==> config.mk <==
export PLATFORM = sky130hd
export DESIGN_NAME = z80_mmu_ctrl_flat
export DESIGN_NICKNAME = d
export VERILOG_FILES = /design/src/rtl/z80_mmu_ctrl_if.sv /design/src/rtl/z80_mmu_ctrl.sv /design/src/flat_wrapper.sv
export SDC_FILE = /design/constraint.sdc
export NUM_CORES = 1
export LEC_CHECK = 0
export BUFFER_PORTS_ARGS = -buffer_cell sky130_fd_sc_hd__buf_2
export CAP_MARGIN = 30
export CORE_ASPECT_RATIO = 1.25
export CORE_MARGIN = 5
export CORE_UTILIZATION = 54
export CTS_BUF_LIST = sky130_fd_sc_hd__clkbuf_8
export DETAILED_ROUTE_END_ITERATION = 8
export PLACE_DENSITY = 0.82
export SLEW_MARGIN = 0
export SYNTH_ARGS = -nofsm -noshare
export SYNTH_HDL_FRONTEND = slang
export SYNTH_SLANG_ARGS = --single-unit
==> constraint.sdc <==
create_clock -name i_clk -period 2 [get_ports i_clk]
set_input_delay 0.4 -clock i_clk [delete_from_list [all_inputs] [get_ports i_clk]]
set_output_delay 0.4 -clock i_clk [all_outputs]
set_load 0.005 [all_outputs]
==> src/rtl/z80_mmu_ctrl_if.sv <==
// CPU, context-switch and MMU write-port signals of z80_mmu_ctrl.
// The slave modport is the controller's view; master is its environment.
interface z80_mmu_ctrl_if;
    logic        i_cpu_cs_n;
    logic        i_cpu_wr_n;
    logic [1:0]  i_cpu_addr;
    logic [7:0]  i_cpu_data;
    logic        o_cpu_wait_n;
    logic        i_ctx_req;
    logic [31:0] i_ctx_blocks;
    logic        o_ctx_busy;
    logic        o_ctx_done;
    logic        o_ready;
    logic        o_mmu_cs_n;
    logic        o_mmu_wr_n;
    logic [1:0]  o_mmu_addr;
    logic [7:0]  o_mmu_data;
    logic [7:0]  i_mmu_data;
    logic        o_err;

    modport slave (
        input  i_cpu_cs_n, i_cpu_wr_n, i_cpu_addr, i_cpu_data, i_ctx_req, i_ctx_blocks, i_mmu_data,
        output o_cpu_wait_n, o_ctx_busy, o_ctx_done, o_ready,
        output o_mmu_cs_n, o_mmu_wr_n, o_mmu_addr, o_mmu_data, o_err
    );

    modport master (
        output i_cpu_cs_n, i_cpu_wr_n, i_cpu_addr, i_cpu_data, i_ctx_req, i_ctx_blocks, i_mmu_data,
        input  o_cpu_wait_n, o_ctx_busy, o_ctx_done, o_ready,
        input  o_mmu_cs_n, o_mmu_wr_n, o_mmu_addr, o_mmu_data, o_err
    );
endinterface

==> src/rtl/z80_mmu_ctrl.sv <==
// Boot programmer, context-switch sequencer and CPU arbiter for the z80_mmu page-register port.
// Define Z80_MMU_CTRL_READBACK_EN to verify every sequencer write by reading it back.
module z80_mmu_ctrl #(
    parameter logic [7:0]  INIT_BLOCK0 = 8'h00,
    parameter logic [7:0]  INIT_BLOCK1 = 8'h01,
    parameter logic [7:0]  INIT_BLOCK2 = 8'h02,
    parameter logic [7:0]  INIT_BLOCK3 = 8'h03,
    parameter int unsigned WR_CYCLES   = 2
) (
    input logic           i_clk,
    input logic           i_reset_n,
    z80_mmu_ctrl_if.slave bus
);
    localparam int unsigned CNT_W = 4;
    localparam logic [CNT_W-1:0] CNT_LAST = CNT_W'(WR_CYCLES - 1);

    typedef enum logic [2:0] {
        ST_SETUP, ST_STROBE, ST_HOLD, ST_VERIFY, ST_FINISH, ST_PASS
    } state_t;

    state_t           state_q, state_d;
    logic [1:0]       page_q, page_d;
    logic [CNT_W-1:0] cnt_q, cnt_d;
    logic [31:0]      blocks_q, blocks_d;
    logic             ctx_mode_q, ctx_mode_d;
    logic             pending_q, pending_d;
    logic             seq_cs_n_q, seq_cs_n_d;
    logic             seq_wr_n_q, seq_wr_n_d;
    logic [1:0]       seq_addr_q, seq_addr_d;
    logic [7:0]       seq_data_q, seq_data_d;
    logic             ready_q, ready_d;
    logic             busy_q, busy_d;
    logic             done_q, done_d;
    logic             advance, start;
`ifdef Z80_MMU_CTRL_READBACK_EN
    logic             err_q, err_d;
`endif

    // State and registered outputs
    always_ff @(posedge i_clk) begin
        if (!i_reset_n) begin
            state_q    <= ST_SETUP;
            page_q     <= 2'd0;
            cnt_q      <= '0;
            blocks_q   <= {INIT_BLOCK3, INIT_BLOCK2, INIT_BLOCK1, INIT_BLOCK0};
            ctx_mode_q <= 1'b0;
            pending_q  <= 1'b0;
            seq_cs_n_q <= 1'b1;
            seq_wr_n_q <= 1'b1;
            seq_addr_q <= 2'd0;
            seq_data_q <= 8'h00;
            ready_q    <= 1'b0;
            busy_q     <= 1'b1;
            done_q     <= 1'b0;
`ifdef Z80_MMU_CTRL_READBACK_EN
            err_q      <= 1'b0;
`endif
        end else begin
            state_q    <= state_d;
            page_q     <= page_d;
            cnt_q      <= cnt_d;
            blocks_q   <= blocks_d;
            ctx_mode_q <= ctx_mode_d;
            pending_q  <= pending_d;
            seq_cs_n_q <= seq_cs_n_d;
            seq_wr_n_q <= seq_wr_n_d;
            seq_addr_q <= seq_addr_d;
            seq_data_q <= seq_data_d;
            ready_q    <= ready_d;
            busy_q     <= busy_d;
            done_q     <= done_d;
`ifdef Z80_MMU_CTRL_READBACK_EN
            err_q      <= err_d;
`endif
        end
    end

    // Next state; port outputs are precomputed from the next state so they are registered
    always_comb begin
        state_d    = state_q;
        page_d     = page_q;
        cnt_d      = cnt_q;
        blocks_d   = blocks_q;
        ctx_mode_d = ctx_mode_q;
        pending_d  = pending_q;
        advance    = 1'b0;
        start      = 1'b0;
`ifdef Z80_MMU_CTRL_READBACK_EN
        err_d      = err_q;
`endif

        // One-deep request latch; requests arriving while one is pending are absorbed
        if (bus.i_ctx_req) pending_d = 1'b1;

        unique case (state_q)
            ST_SETUP: begin
                state_d = ST_STROBE;
                cnt_d   = CNT_LAST;
            end
            ST_STROBE: begin
                if (cnt_q == '0) state_d = ST_HOLD;
                else             cnt_d   = cnt_q - CNT_W'(1);
            end
            ST_HOLD: begin
`ifdef Z80_MMU_CTRL_READBACK_EN
                state_d = ST_VERIFY;
                cnt_d   = CNT_LAST;
`else
                advance = 1'b1;
`endif
            end
`ifdef Z80_MMU_CTRL_READBACK_EN
            ST_VERIFY: begin
                if (cnt_q == '0) begin
                    if (bus.i_mmu_data != seq_data_q) err_d = 1'b1;
                    advance = 1'b1;
                end else begin
                    cnt_d = cnt_q - CNT_W'(1);
                end
            end
`endif
            ST_FINISH: begin
                if (pending_q) start   = 1'b1;
                else           state_d = ST_PASS;
            end
            ST_PASS: begin
                // A CPU cycle already in flight finishes before the switch starts
                if ((bus.i_ctx_req || pending_q) && bus.i_cpu_cs_n) start = 1'b1;
            end
            default: state_d = ST_PASS;
        endcase

        if (advance) begin
            if (page_q == 2'd3) begin
                state_d = ST_FINISH;
            end else begin
                state_d = ST_SETUP;
                page_d  = page_q + 2'd1;
            end
        end

        if (start) begin
            state_d    = ST_SETUP;
            page_d     = 2'd0;
            blocks_d   = bus.i_ctx_blocks;
            ctx_mode_d = 1'b1;
            pending_d  = 1'b0;
        end

        seq_cs_n_d = !(state_d == ST_STROBE || state_d == ST_VERIFY);
        seq_wr_n_d = (state_d != ST_STROBE);
        seq_addr_d = page_d;
        seq_data_d = blocks_d[{page_d, 3'b000} +: 8];
        ready_d    = ready_q || (state_d == ST_FINISH);
        busy_d     = !(state_d == ST_FINISH || state_d == ST_PASS);
        done_d     = (state_d == ST_FINISH) && ctx_mode_d;
    end

    logic pass_c;
    assign pass_c = (state_q == ST_PASS);

    // CPU owns the MMU port only in PASS; otherwise a CPU access is stretched with WAIT
    assign bus.o_mmu_cs_n   = pass_c ? bus.i_cpu_cs_n : seq_cs_n_q;
    assign bus.o_mmu_wr_n   = pass_c ? bus.i_cpu_wr_n : seq_wr_n_q;
    assign bus.o_mmu_addr   = pass_c ? bus.i_cpu_addr : seq_addr_q;
    assign bus.o_mmu_data   = pass_c ? bus.i_cpu_data : seq_data_q;
    assign bus.o_cpu_wait_n = pass_c || bus.i_cpu_cs_n;
    assign bus.o_ctx_busy   = busy_q;
    assign bus.o_ctx_done   = done_q;
    assign bus.o_ready      = ready_q;
`ifdef Z80_MMU_CTRL_READBACK_EN
    assign bus.o_err        = err_q;
`else
    assign bus.o_err        = 1'b0;
`endif
endmodule

==> src/flat_wrapper.sv <==
// flat-port wrapper written by rule: the top's interface ports become plain ports
module z80_mmu_ctrl_flat 
#(
    parameter logic [7:0]  INIT_BLOCK0 = 8'h00,
    parameter logic [7:0]  INIT_BLOCK1 = 8'h01,
    parameter logic [7:0]  INIT_BLOCK2 = 8'h02,
    parameter logic [7:0]  INIT_BLOCK3 = 8'h03,
    parameter int unsigned WR_CYCLES   = 2
)
  (i_clk, i_reset_n, bus_i_cpu_cs_n, bus_i_cpu_wr_n, bus_i_cpu_addr, bus_i_cpu_data, bus_i_ctx_req, bus_i_ctx_blocks, bus_i_mmu_data, bus_o_cpu_wait_n, bus_o_ctx_busy, bus_o_ctx_done, bus_o_ready, bus_o_mmu_cs_n, bus_o_mmu_wr_n, bus_o_mmu_addr, bus_o_mmu_data, bus_o_err);
  z80_mmu_ctrl_if bus_i ();
  input logic i_clk;
  input logic i_reset_n;
  input wire logic [$bits(bus_i.i_cpu_cs_n)-1:0] bus_i_cpu_cs_n;
  input wire logic [$bits(bus_i.i_cpu_wr_n)-1:0] bus_i_cpu_wr_n;
  input wire logic [$bits(bus_i.i_cpu_addr)-1:0] bus_i_cpu_addr;
  input wire logic [$bits(bus_i.i_cpu_data)-1:0] bus_i_cpu_data;
  input wire logic [$bits(bus_i.i_ctx_req)-1:0] bus_i_ctx_req;
  input wire logic [$bits(bus_i.i_ctx_blocks)-1:0] bus_i_ctx_blocks;
  input wire logic [$bits(bus_i.i_mmu_data)-1:0] bus_i_mmu_data;
  output wire logic [$bits(bus_i.o_cpu_wait_n)-1:0] bus_o_cpu_wait_n;
  output wire logic [$bits(bus_i.o_ctx_busy)-1:0] bus_o_ctx_busy;
  output wire logic [$bits(bus_i.o_ctx_done)-1:0] bus_o_ctx_done;
  output wire logic [$bits(bus_i.o_ready)-1:0] bus_o_ready;
  output wire logic [$bits(bus_i.o_mmu_cs_n)-1:0] bus_o_mmu_cs_n;
  output wire logic [$bits(bus_i.o_mmu_wr_n)-1:0] bus_o_mmu_wr_n;
  output wire logic [$bits(bus_i.o_mmu_addr)-1:0] bus_o_mmu_addr;
  output wire logic [$bits(bus_i.o_mmu_data)-1:0] bus_o_mmu_data;
  output wire logic [$bits(bus_i.o_err)-1:0] bus_o_err;
  assign bus_i.i_cpu_cs_n = bus_i_cpu_cs_n;
  assign bus_i.i_cpu_wr_n = bus_i_cpu_wr_n;
  assign bus_i.i_cpu_addr = bus_i_cpu_addr;
  assign bus_i.i_cpu_data = bus_i_cpu_data;
  assign bus_i.i_ctx_req = bus_i_ctx_req;
  assign bus_i.i_ctx_blocks = bus_i_ctx_blocks;
  assign bus_i.i_mmu_data = bus_i_mmu_data;
  assign bus_o_cpu_wait_n = bus_i.o_cpu_wait_n;
  assign bus_o_ctx_busy = bus_i.o_ctx_busy;
  assign bus_o_ctx_done = bus_i.o_ctx_done;
  assign bus_o_ready = bus_i.o_ready;
  assign bus_o_mmu_cs_n = bus_i.o_mmu_cs_n;
  assign bus_o_mmu_wr_n = bus_i.o_mmu_wr_n;
  assign bus_o_mmu_addr = bus_i.o_mmu_addr;
  assign bus_o_mmu_data = bus_i.o_mmu_data;
  assign bus_o_err = bus_i.o_err;
  z80_mmu_ctrl #(.INIT_BLOCK0(INIT_BLOCK0), .INIT_BLOCK1(INIT_BLOCK1), .INIT_BLOCK2(INIT_BLOCK2), .INIT_BLOCK3(INIT_BLOCK3), .WR_CYCLES(WR_CYCLES)) u_core (.i_clk(i_clk), .i_reset_n(i_reset_n), .bus(bus_i));
endmodule
==> results of run 1 <==
-- kinds of logic (layout without fill, tap and decap cells) --
kind of cell             count (synthesis)  after routing
buffers and inverters                   30             87
AND/OR/NAND/NOR                        126            126
multiplexers                            13             13
other                                    1              1
AO/OA/AOI/OAI                           84             84
adder cells (fa/ha/maj)                  2              2
flip-flops                              56             56
-- Yosys cell counts, types with 4 or more instances --
cell / number
nand2_1: 69
dfxtp_1: 56
a21boi_0: 26
o22ai_1: 13
mux2_2: 12
nand3_1: 11
buf_2: 10
clkbuf_1: 10
and2_1: 9
nor2_1: 9
o21a_1: 9
o41ai_1: 7
a211oi_1: 6
a21oi_1: 6
inv_1: 5
nor3_1: 4
nor3b_1: 4
-- sequential cells by signal (all words and copies together) (netlist names) --
signal	cells
u_core.bus.o_ready	1
u_core.state_q	3
u_core.page_q	2
u_core.pending_q	1
u_core.seq_wr_n_q	1
u_core.cnt_q	4
u_core.seq_data_q	8
u_core.bus.o_ctx_busy	1
u_core.blocks_q	32
u_core.ctx_mode_q	1
u_core.seq_cs_n_q	1
u_core.bus.o_ctx_done	1
-- metal layers --
metal	wire (um)	vias to the layer above	GRT usage (%)
met5	0	-	0
met4	177	0	9.06
met3	416	16	3.37
met2	3210	79	35.1
met1	2490	1088	23.0
li1	-	1203	-
-- stage by stage --
stage               cells  hold slack [ns]  setup slack, ns  util [%]
finish                429            0.300           0.0945      65.4
global route          429            0.313           0.0140      65.4
detailed placement    421            0.447            0.142      63.3
CTS                   429            0.302           0.0434      65.3
global placement      421            0.439            0.194      63.3
floorplan             312            0.432            0.378         -
-- worst register-to-register path, delay by kind of cell, from the launching register on --
family	cells	cell delay, ns
simple gates	2	0.68
compound gates	2	0.65
flops	1	0.38
-- cell type report --
cell class	instances	share of cell area [%]
inverters	5	0.598
repair buffers	74	12.9
flip-flops and latches	56	35.9
multi-input cells	226	45.3
well taps	60	2.39
clock inverters	2	0.319
clock buffers	6	2.63
-- worst max-delay path by stage --
stage | from | end | slack [ns] | cells past startpoint
finish | u_core.state_q[1]$_SDFF_PN0_ | bus_o_mmu_data[0] | 0.09 | 4
global route | u_core.state_q[1]$_SDFF_PN0_ | bus_o_mmu_data[0] | 0.01 | 4
CTS | u_core.state_q[1]$_SDFF_PN0_ | bus_o_mmu_data[0] | 0.04 | 4
detailed placement | u_core.state_q[0]$_SDFF_PN0_ | u_core.seq_data_q[7]$_SDFF_PN0_ | 0.14 | 4
global placement | u_core.state_q[0]$_SDFF_PN0_ | u_core.seq_data_q[7]$_SDFF_PN0_ | 0.19 | 4
floorplan | u_core.state_q[0]$_SDFF_PN0_ | bus_o_mmu_addr[0] | 0.38 | 4
-- what timing repair did --
item | 4_1_cts | 5_1_grt
gates cloned | 0 | 0
pin swaps | 0 | 0
endpoints found under the setup margin | 8 | 8
endpoints found under the hold margin | 0 | 0
gates resized for setup | 2 | 2
-- report_power, final --
part           internal (mW)  switching [mW]
Clock                  0.277           0.353
Combinational          0.334           0.352
Sequential              1.22          0.0826
Total                   1.83           0.788
==> impl_metrics.ini, run 1 <==
[worst_setup_path]
crit_slowest_cell = dfxtp_4
critPathTopFamily = flip-flops
required_ns = 1.60
rr_worst_depth = 4
critPathMaxStageDelay_ns = 0.39
reg2reg_to = u_core.seq_data_q[7]$_SDFF_PN0_
critPathLaunchType = register
cp_num_buf_inv = 2
path_class = register to primary output
path_cells = nand3b_1 -> buf_6 -> mux2_2 -> buf_2
end_kind = primary output
ff2ff_setup_slack_ns = 0.14
r2r_start = u_core.state_q[1]$_SDFF_PN0_
arrival_ns = 1.51
cp_max_fo = 8

[timing]
grt_setup_unrepaired = no
drv_slew = 0
period_share_pct = 95.3
finalSetupViolCount = 0
finalHoldViolCount = 0
fmax_mhz = 525
period_needed_ns = 1.91
fin_setup_tns_ns = 0
slew_headroom_pct = 56.1
finalClockSkew_ns = 0.00751
worstMarginPinSlew_ns = 0.656

[yosys]
synth_fa_ha_area_share_pct = 0.928
synth_compound_area_share_pct = 23.1
synth_xor_area_share_pct = 0
synth_area_leaders = dfxtp_1 42%, nand2_1 9.6%, a21boi_0 7.2%
synth_seq_area_share_pct = 41.6
syn_nets = 369
synthMuxAreaShare_pct = 5.38
ys_seq_elements = 56
netlist_area_sq_mm = 0.00270
syn_area_per_cell_sq_um = 8.64
synth.distinct_cells = 49
synth_top_area_share_pct = 41.6
ys.warnings.count = 0
synth_top_flop_cell = dfxtp_1
synth_simple_gate_area_share_pct = 23.2
synth_top_family_by_area = simple AND/OR/NAND/NOR gates
synth_area_leader_cell = dfxtp_1
synth_edf_count = 0
syn_inst = 312
async_reset_ff_share_pct = 0

[place]
place_congestion = 0.796
place_hpwl_mm = 4.60
dpl_cell_area_sq_mm = 0.00304
port_buffers = 62

[worst_hold_path]
min_path_cells = 3
min_from = bus_i_ctx_blocks[8]
min_path_type = primary input to register
holdPathEnd = u_core.blocks_q[8]$_SDFF_PN1_

[floorplan]
num_rows = 28
start_util_pct = 56.2
num_io_pins = 72
dieArea_sq_mm = 0.00652
die_h_um = 89.0
core-area_sq_mm = 0.00480
fp.dieW_um = 73.2

[cells_and_area]
area_delta_synth_final_pct = 16.5
multi_input_area_sq_mm = 0.00142
n_antenna_cell = 0
final_common_cell = nand2_1
nNetsFinal = 425
layout-drive-gt1-share_pct = 28.5
regArea_sq_mm = 0.00113
design_area_sq_mm = 0.00314
final_cell_mix = 69 x nand2_1, 62 x buf_2, 54 x dfxtp_1
nFillCells = 418

[clock_tree]
cts-hold-fix-buffers = 0
cts_root_buf = clkbuf_8
clk_path_buf_depth = 2
insertion_delay_ns = 0.31
post_cts_buffers = 0
numClockSinks = 56
cts_buffers = 5
htree_levels = 2
clkSlewWorstSetupHoldPaths_ns = 0.10
cts_tree = done

[routing]
vias = 2386
drt_iter0_markers = 197
routedWlPerCell_um = 14.7
firstDrtPassIters = 5
viasPerCell = 5.56
final_antenna_net_count = 0
routed_wl_mm = 6.30
route.detailed.drc = 0

[outcome]
outcome = completed

[grt]
overflow = 0
grtUsageTotal_pct = 19.8
grt_max_degree = 48
grt_pass1_vias = 2287
antenna_found_initial = 0
grt_pass1_wl_mm = 10.1

[pwr]
ir_worst_vdd_mv = 0.504
powerDensity_mw_per_mm2 = 833
leakage_nw = 1.29
total_power_mw = 2.62

[run]
drv_cap = 0
Note: power is estimated with default switching activity, not from simulation.
==> run 2: changes to the inputs <==
--- a/config.mk
+++ b/config.mk
@@ -5,14 +5,14 @@
 export SDC_FILE = /design/constraint.sdc
 export NUM_CORES = 1
 export LEC_CHECK = 0
+export ABC_AREA = 1
 export BUFFER_PORTS_ARGS = -buffer_cell sky130_fd_sc_hd__buf_2
 export CAP_MARGIN = 30
-export CORE_ASPECT_RATIO = 1.25
+export CORE_ASPECT_RATIO = 1.75
 export CORE_MARGIN = 5
-export CORE_UTILIZATION = 54
+export CORE_UTILIZATION = 25
 export CTS_BUF_LIST = sky130_fd_sc_hd__clkbuf_8
 export DETAILED_ROUTE_END_ITERATION = 8
-export PLACE_DENSITY = 0.82
 export SLEW_MARGIN = 0
 export SYNTH_ARGS = -nofsm -noshare
 export SYNTH_HDL_FRONTEND = slang
==> run 2 against run 1 <==
Against the previous run:
- flip-flop and latch count stayed put
- power increased by 19%
- synthesized area grew 3.2%
- non-clock buffer count rose by 2
- critical path depth rose by 3
- sequential power up 5%
- setup slack got worse by 0.012 ns
- synthesized cell count grew 35%
- routed wire length is 20% higher
- via count increased by 12%
- die area grew 110%
- sequential share of layout area down 2.2 points
- largest cell class unchanged
==> impl_metrics.ini, run 2 <==
[outcome]
outcome = completed

[routing]
drt_iter0_markers = 147
routed_wl_mm = 7.56
wl_met2_mm = 4.11
final_antenna_net_count = 0
route.top_layer_used = met4
vias = 2681
routedWlPerCell_um = 12.2
wl_met3_um = 254
wl_met1_mm = 2.86
route.detailed.drc = 0
viasPerCell = 4.33
firstDrtPassIters = 5

[clock_tree]
clk_path_buf_depth = 2
cts_root_buf = clkbuf_8
cts_buffers = 5
cts_tree = done
clkSlewWorstSetupHoldPaths_ns = 0.09
insertion_delay_ns = 0.31
numClockSinks = 56
htree_levels = 2
cts-hold-fix-buffers = 0

[timing]
period_needed_ns = 1.92
finalClockSkew_ns = 0.00337
finalHoldViolCount = 0
grt_setup_unrepaired = yes
worst_slack_ns = 0.0822
fmax_mhz = 521
period_share_pct = 95.9
finalSetupViolCount = 0
drv_slew = 0

[place]
place_hpwl_mm = 5.98
dpl_cell_area_sq_mm = 0.00324
port_buffers = 62
preCtsSetupSlack_ns = 0.249
place_congestion = 0.856

[pwr]
total_power_mw = 3.12
ir_worst_vdd_mv = 0.343
leakage_nw = 1.76
powerDensity_mw_per_mm2 = 933

[cells_and_area]
largest_reg_flops = 32
area_delta_synth_final_pct = 20.3
layout-drive-gt1-share_pct = 21.8
nNetsFinal = 544
n_antenna_cell = 0
regMostFlops = u_core.blocks_q
multi_input_area_sq_mm = 0.00131
design_area_sq_mm = 0.00335
final_cell_mix = 146 x nand2_1, 62 x buf_2, 61 x inv_1
nFillCells = 1235
regArea_sq_mm = 0.00113
final_common_cell = nand2_1
top_regs = u_core.blocks_q: 32 flops, u_core.seq_data_q: 8 flops, u_core.cnt_q: 4 flops

[yosys]
synth_seq_area_share_pct = 40.3
async_reset_ff_share_pct = 0
synth_area_leaders = dfxtp_1 40%, nand2_1 20%, inv_1 8.2%
netlist_area_sq_mm = 0.00278
synth.distinct_cells = 28
ys_seq_elements = 56
synth_area_leader_cell = dfxtp_1
ys.warnings.count = 0
synth_top_flop_cell = dfxtp_1
synth_top_area_share_pct = 40.3
syn_nets = 479
syn_inst = 422
yosys-top-cells-count = 148 x nand2_1, 61 x inv_1, 56 x dfxtp_1
synth_edf_count = 0
yosysMostFrequentCell = nand2_1
syn_area_per_cell_sq_um = 6.59

[run]
drv_cap = 0

[worst_setup_path]
path_cells = inv_2 -> nand2_2 -> nor2_4 -> clkinvlp_4 -> nand2_1 -> nand2_1 -> buf_2
cp_max_fo = 6
end_kind = primary output
critPathLaunchType = register
path_class = register to primary output
crit_slowest_cell = dfxtp_2
arrival_ns = 1.52
cp_common_cell = nand2_1
required_ns = 1.60
critPathMaxStageDelay_ns = 0.34

[floorplan]
num_rows = 51
dieArea_sq_mm = 0.0134
die_h_um = 150
core-area_sq_mm = 0.0110
start_util_pct = 25.2
fp.dieW_um = 89.8
num_io_pins = 72

[grt]
antenna_found_initial = 0
grt_pass1_vias = 2653
overflow = 0
grt_pass1_wl_mm = 12.1
grt_max_degree = 25
grtUsageTotal_pct = 11.2

[worst_hold_path]
min_path_type = primary input to register
## run 2: cell types whose count changed after synthesis, moves of 15 or more
cell	before	now
nor2_1	9	42
a21boi_0	26	0
nand3b_1	2	17
nand2_1	69	148
nand3_1	11	34
inv_1	5	61
## run 2: final cells by class
| cell class | count | share of cell area (%) |
|---|---|---|
| flip-flops and latches | 56 | 33.7 |
| multi-input cells | 282 | 39.0 |
| repair buffers | 76 | 12.4 |
| well taps | 132 | 4.93 |
| repair inverters | 1 | 0.224 |
| inverters | 65 | 7.40 |
| clock buffers | 5 | 2.06 |
| clock inverters | 2 | 0.262 |
## run 2: final timing paths
| kind | startpoint | end | slack (ns) | depth (start not counted) |
|---|---|---|---|---|
| max | u_core.state_q[1]$_SDFF_PN0_ | bus_o_mmu_data[0] | 0.08 | 7 |
| min reg2reg | u_core.bus.o_ready$_SDFF_PN0_ | u_core.bus.o_ready$_SDFF_PN0_ | 0.45 | 2 |
| max reg2reg | u_core.state_q[1]$_SDFF_PN0_ | u_core.seq_data_q[2]$_SDFF_PN0_ | 0.22 | 11 |
| min | i_reset_n | u_core.blocks_q[8]$_SDFF_PN1_ | 0.38 | 2 |
## run 2: metal layers
layer  global-route usage [%]  vias up
met1                     10.9     1199
li1                         -     1405
met3                     2.01       18
met5                        0        -
met4                     6.51        0
met2                     21.7       59
## run 2: what timing repair did
item,4_1_cts,5_1_grt
buffers inserted,0,1
resized for setup,0,8
endpoints found under the setup margin,0,11
## run 2: where the power goes
part / internal [mW] / switching (mW)
Sequential: 1.28 / 0.0850
Combinational: 0.457 / 0.715
Clock: 0.234 / 0.352
Total: 1.97 / 1.15
## run 2: worst max-delay path, delay by kind of cell, from the launching register on
family / cells / cell delay (ns)
flip-flops: 1 / 0.34
AND/OR/NAND/NOR: 4 / 0.49
buffers and inverters: 3 / 0.38
## run 2: cells by family (layout without fill, tap and decap cells)
kind of cell	Yosys count	count (layout)	synth area share, %
AO/OA/AOI/OAI	18	18	3.46
XOR/XNOR	1	1	0.315
adder cells (fa/ha/maj)	2	2	0.899
buffers and inverters	84	149	12.9
flip-flops	56	56	40.3
other	1	1	0.135
AND/OR/NAND/NOR	260	260	42.0
## run 2: metrics by stage
step / setup TNS [ns] / cells / utilization [%] / hold slack, ns
floorplan: 0 / 422 / - / 0.440
global placement: 0 / 610 / 29.3 / 0.439
detailed placement: 0 / 610 / 29.3 / 0.436
CTS: 0 / 617 / 30.0 / 0.366
global route: -0.0199 / 619 / 30.3 / 0.369
finish: 0 / 619 / 30.3 / 0.375
==> run 3: changes to the inputs <==
--- a/config.mk
+++ b/config.mk
@@ -10,7 +10,7 @@
 export CAP_MARGIN = 30
 export CORE_ASPECT_RATIO = 1.75
 export CORE_MARGIN = 5
-export CORE_UTILIZATION = 25
+export CORE_UTILIZATION = 40
 export CTS_BUF_LIST = sky130_fd_sc_hd__clkbuf_8
 export DETAILED_ROUTE_END_ITERATION = 8
 export SLEW_MARGIN = 0
==> run 3 against run 2 <==
Against the previous run:
- combinational power is 4% higher
- core utilization increased by 19 points
- sequential share of layout area shrank 0.14 points
- largest cell class unchanged
==> impl_metrics.ini, run 3 (synthesis gave the netlist of run 2 again) <==
[run]
drv_cap = 0

[floorplan]
dieArea_sq_mm = 0.00879
fp.dieW_um = 73.1
core-area_sq_mm = 0.00681
num_rows = 40
start_util_pct = 40.9
num_io_pins = 72
die_h_um = 120

[clock_tree]
clk_path_buf_depth = 2
cts_buffers = 5
htree_levels = 2
cts_tree = done
insertion_delay_ns = 0.31
clkSlewWorstSetupHoldPaths_ns = 0.10
cts-hold-fix-buffers = 0
numClockSinks = 56
cts_root_buf = clkbuf_8

[place]
place_hpwl_mm = 5.34
dpl_cell_area_sq_mm = 0.00321
port_buffers = 62
preCtsSetupSlack_ns = 0.259
place_congestion = 0.769

[routing]
drt_iter0_markers = 118
viasPerCell = 4.63
wl_met1_mm = 2.86
final_antenna_net_count = 0
firstDrtPassIters = 4
routedWlPerCell_um = 12.4
routed_wl_mm = 7.12
route.top_layer_used = met4
wl_met2_mm = 3.84
wl_met3_um = 360
vias = 2664
route.detailed.drc = 0

[pwr]
leakage_nw = 1.78
ir_worst_vdd_mv = 0.487
powerDensity_mw_per_mm2 = 954

[worst_setup_path]
crit_start = u_core.state_q[1]$_SDFF_PN0_
critPathMaxStageDelay_ns = 0.35
cp_max_fo = 5
path_cells = inv_2 -> nand2_4 -> nor2_4 -> buf_4 -> clkinvlp_4 -> nand2_1 -> nand2_1 -> buf_2
end_kind = primary output
arrival_ns = 1.55
cp_common_cell = nand2_1
r2r_start = u_core.state_q[1]$_SDFF_PN0_
crit_slowest_cell = dfxtp_2
critPathLaunchType = register
path_class = register to primary output
required_ns = 1.60

[outcome]
outcome = completed

[cells_and_area]
largest_reg_flops = 32
layout-drive-gt1-share_pct = 23.2
regMostFlops = u_core.blocks_q
top_regs = u_core.blocks_q: 32 flops, u_core.seq_data_q: 8 flops, u_core.cnt_q: 4 flops
area_delta_synth_final_pct = 20.8
nNetsFinal = 547
final_common_cell = nand2_1
n_antenna_cell = 0
fin_util_pct = 49.4
final_cell_mix = 142 x nand2_1, 62 x buf_2, 61 x inv_1
design_area_sq_mm = 0.00336

[timing]
finalClockSkew_ns = 0.0126
period_share_pct = 97.7
drv_slew = 0
worst_slack_ns = 0.0453
grt_setup_unrepaired = yes
finalSetupViolCount = 0
finalHoldViolCount = 0
period_needed_ns = 1.95
fmax_mhz = 512

[grt]
grt_pass1_wl_mm = 11.9
grt_max_degree = 36
grtUsageTotal_pct = 17.0
overflow = 0
grt_pass1_vias = 2581
antenna_found_initial = 0

[worst_hold_path]
min_from = bus_i_ctx_blocks[25]
min_path_type = primary input to register
==> run 3: cell types whose count changed in the layout (fill, tap and decap cells not counted), sizes merged <==
cell      previous run  this run
buf                 76        79
clkinvlp             2         3
==> run 3: metal layers <==
metal / up-vias / global-route usage (%)
met3: 5 / 1.91
met4: 0 / 4.50
met5: - / 0
met1: 1191 / 20.6
met2: 56 / 30.9
li1: 1412 / -
==> run 3: path summary, 6_finish.rpt <==
check | endpoint | slack, ns | depth (start not counted)
worst max-delay path | bus_o_mmu_data[0] | 0.05 | 8
worst min-delay path | u_core.blocks_q[25]$_SDFF_PN1_ | 0.38 | 5
worst max register to register | u_core.seq_data_q[7]$_SDFF_PN0_ | 0.33 | 11
worst min register to register | u_core.bus.o_ready$_SDFF_PN0_ | 0.45 | 2
==> run 3: final cells by class <==
class | instances | area, sq um
repair buffers | 79 | 463
flip-flops and latches | 56 | 1130
clock buffers | 5 | 68.8
inverters | 65 | 248
clock inverters | 3 | 20.0
repair inverters | 1 | 7.51
well taps | 84 | 105
fillers | 738 | 3450
multi-input cells | 282 | 1320
==> run 3: stage by stage <==
step	setup TNS (ns)	total power [mW]	hold slack, ns	cells
finish	0	3.21	0.382	575
global route	-0.351	3.49	0.416	575
CTS	0	3.21	0.374	571
detailed placement	0	2.59	0.442	563
global placement	0	2.58	0.440	563
floorplan	0	2.23	0.440	422
==> run 3: critical path, delay by kind of cell, from the launching register on <==
family | cells | cell delay (ns)
buf+inv | 4 | 0.48
flops | 1 | 0.35
simple gates | 4 | 0.42
==> run 3: power breakdown <==
part,internal (mW),switching [mW]
Sequential,1.28,0.0920
Combinational,0.492,0.729
Clock,0.245,0.369
Total,2.02,1.19
==> run 3: what timing repair did <==
action | 4_1_cts | 5_1_grt
setup buffers | 0 | 3
resized for setup | 1 | 12
endpoints found under the setup margin | 2 | 10
cloned | 0 | 1
pin swaps | 0 | 7
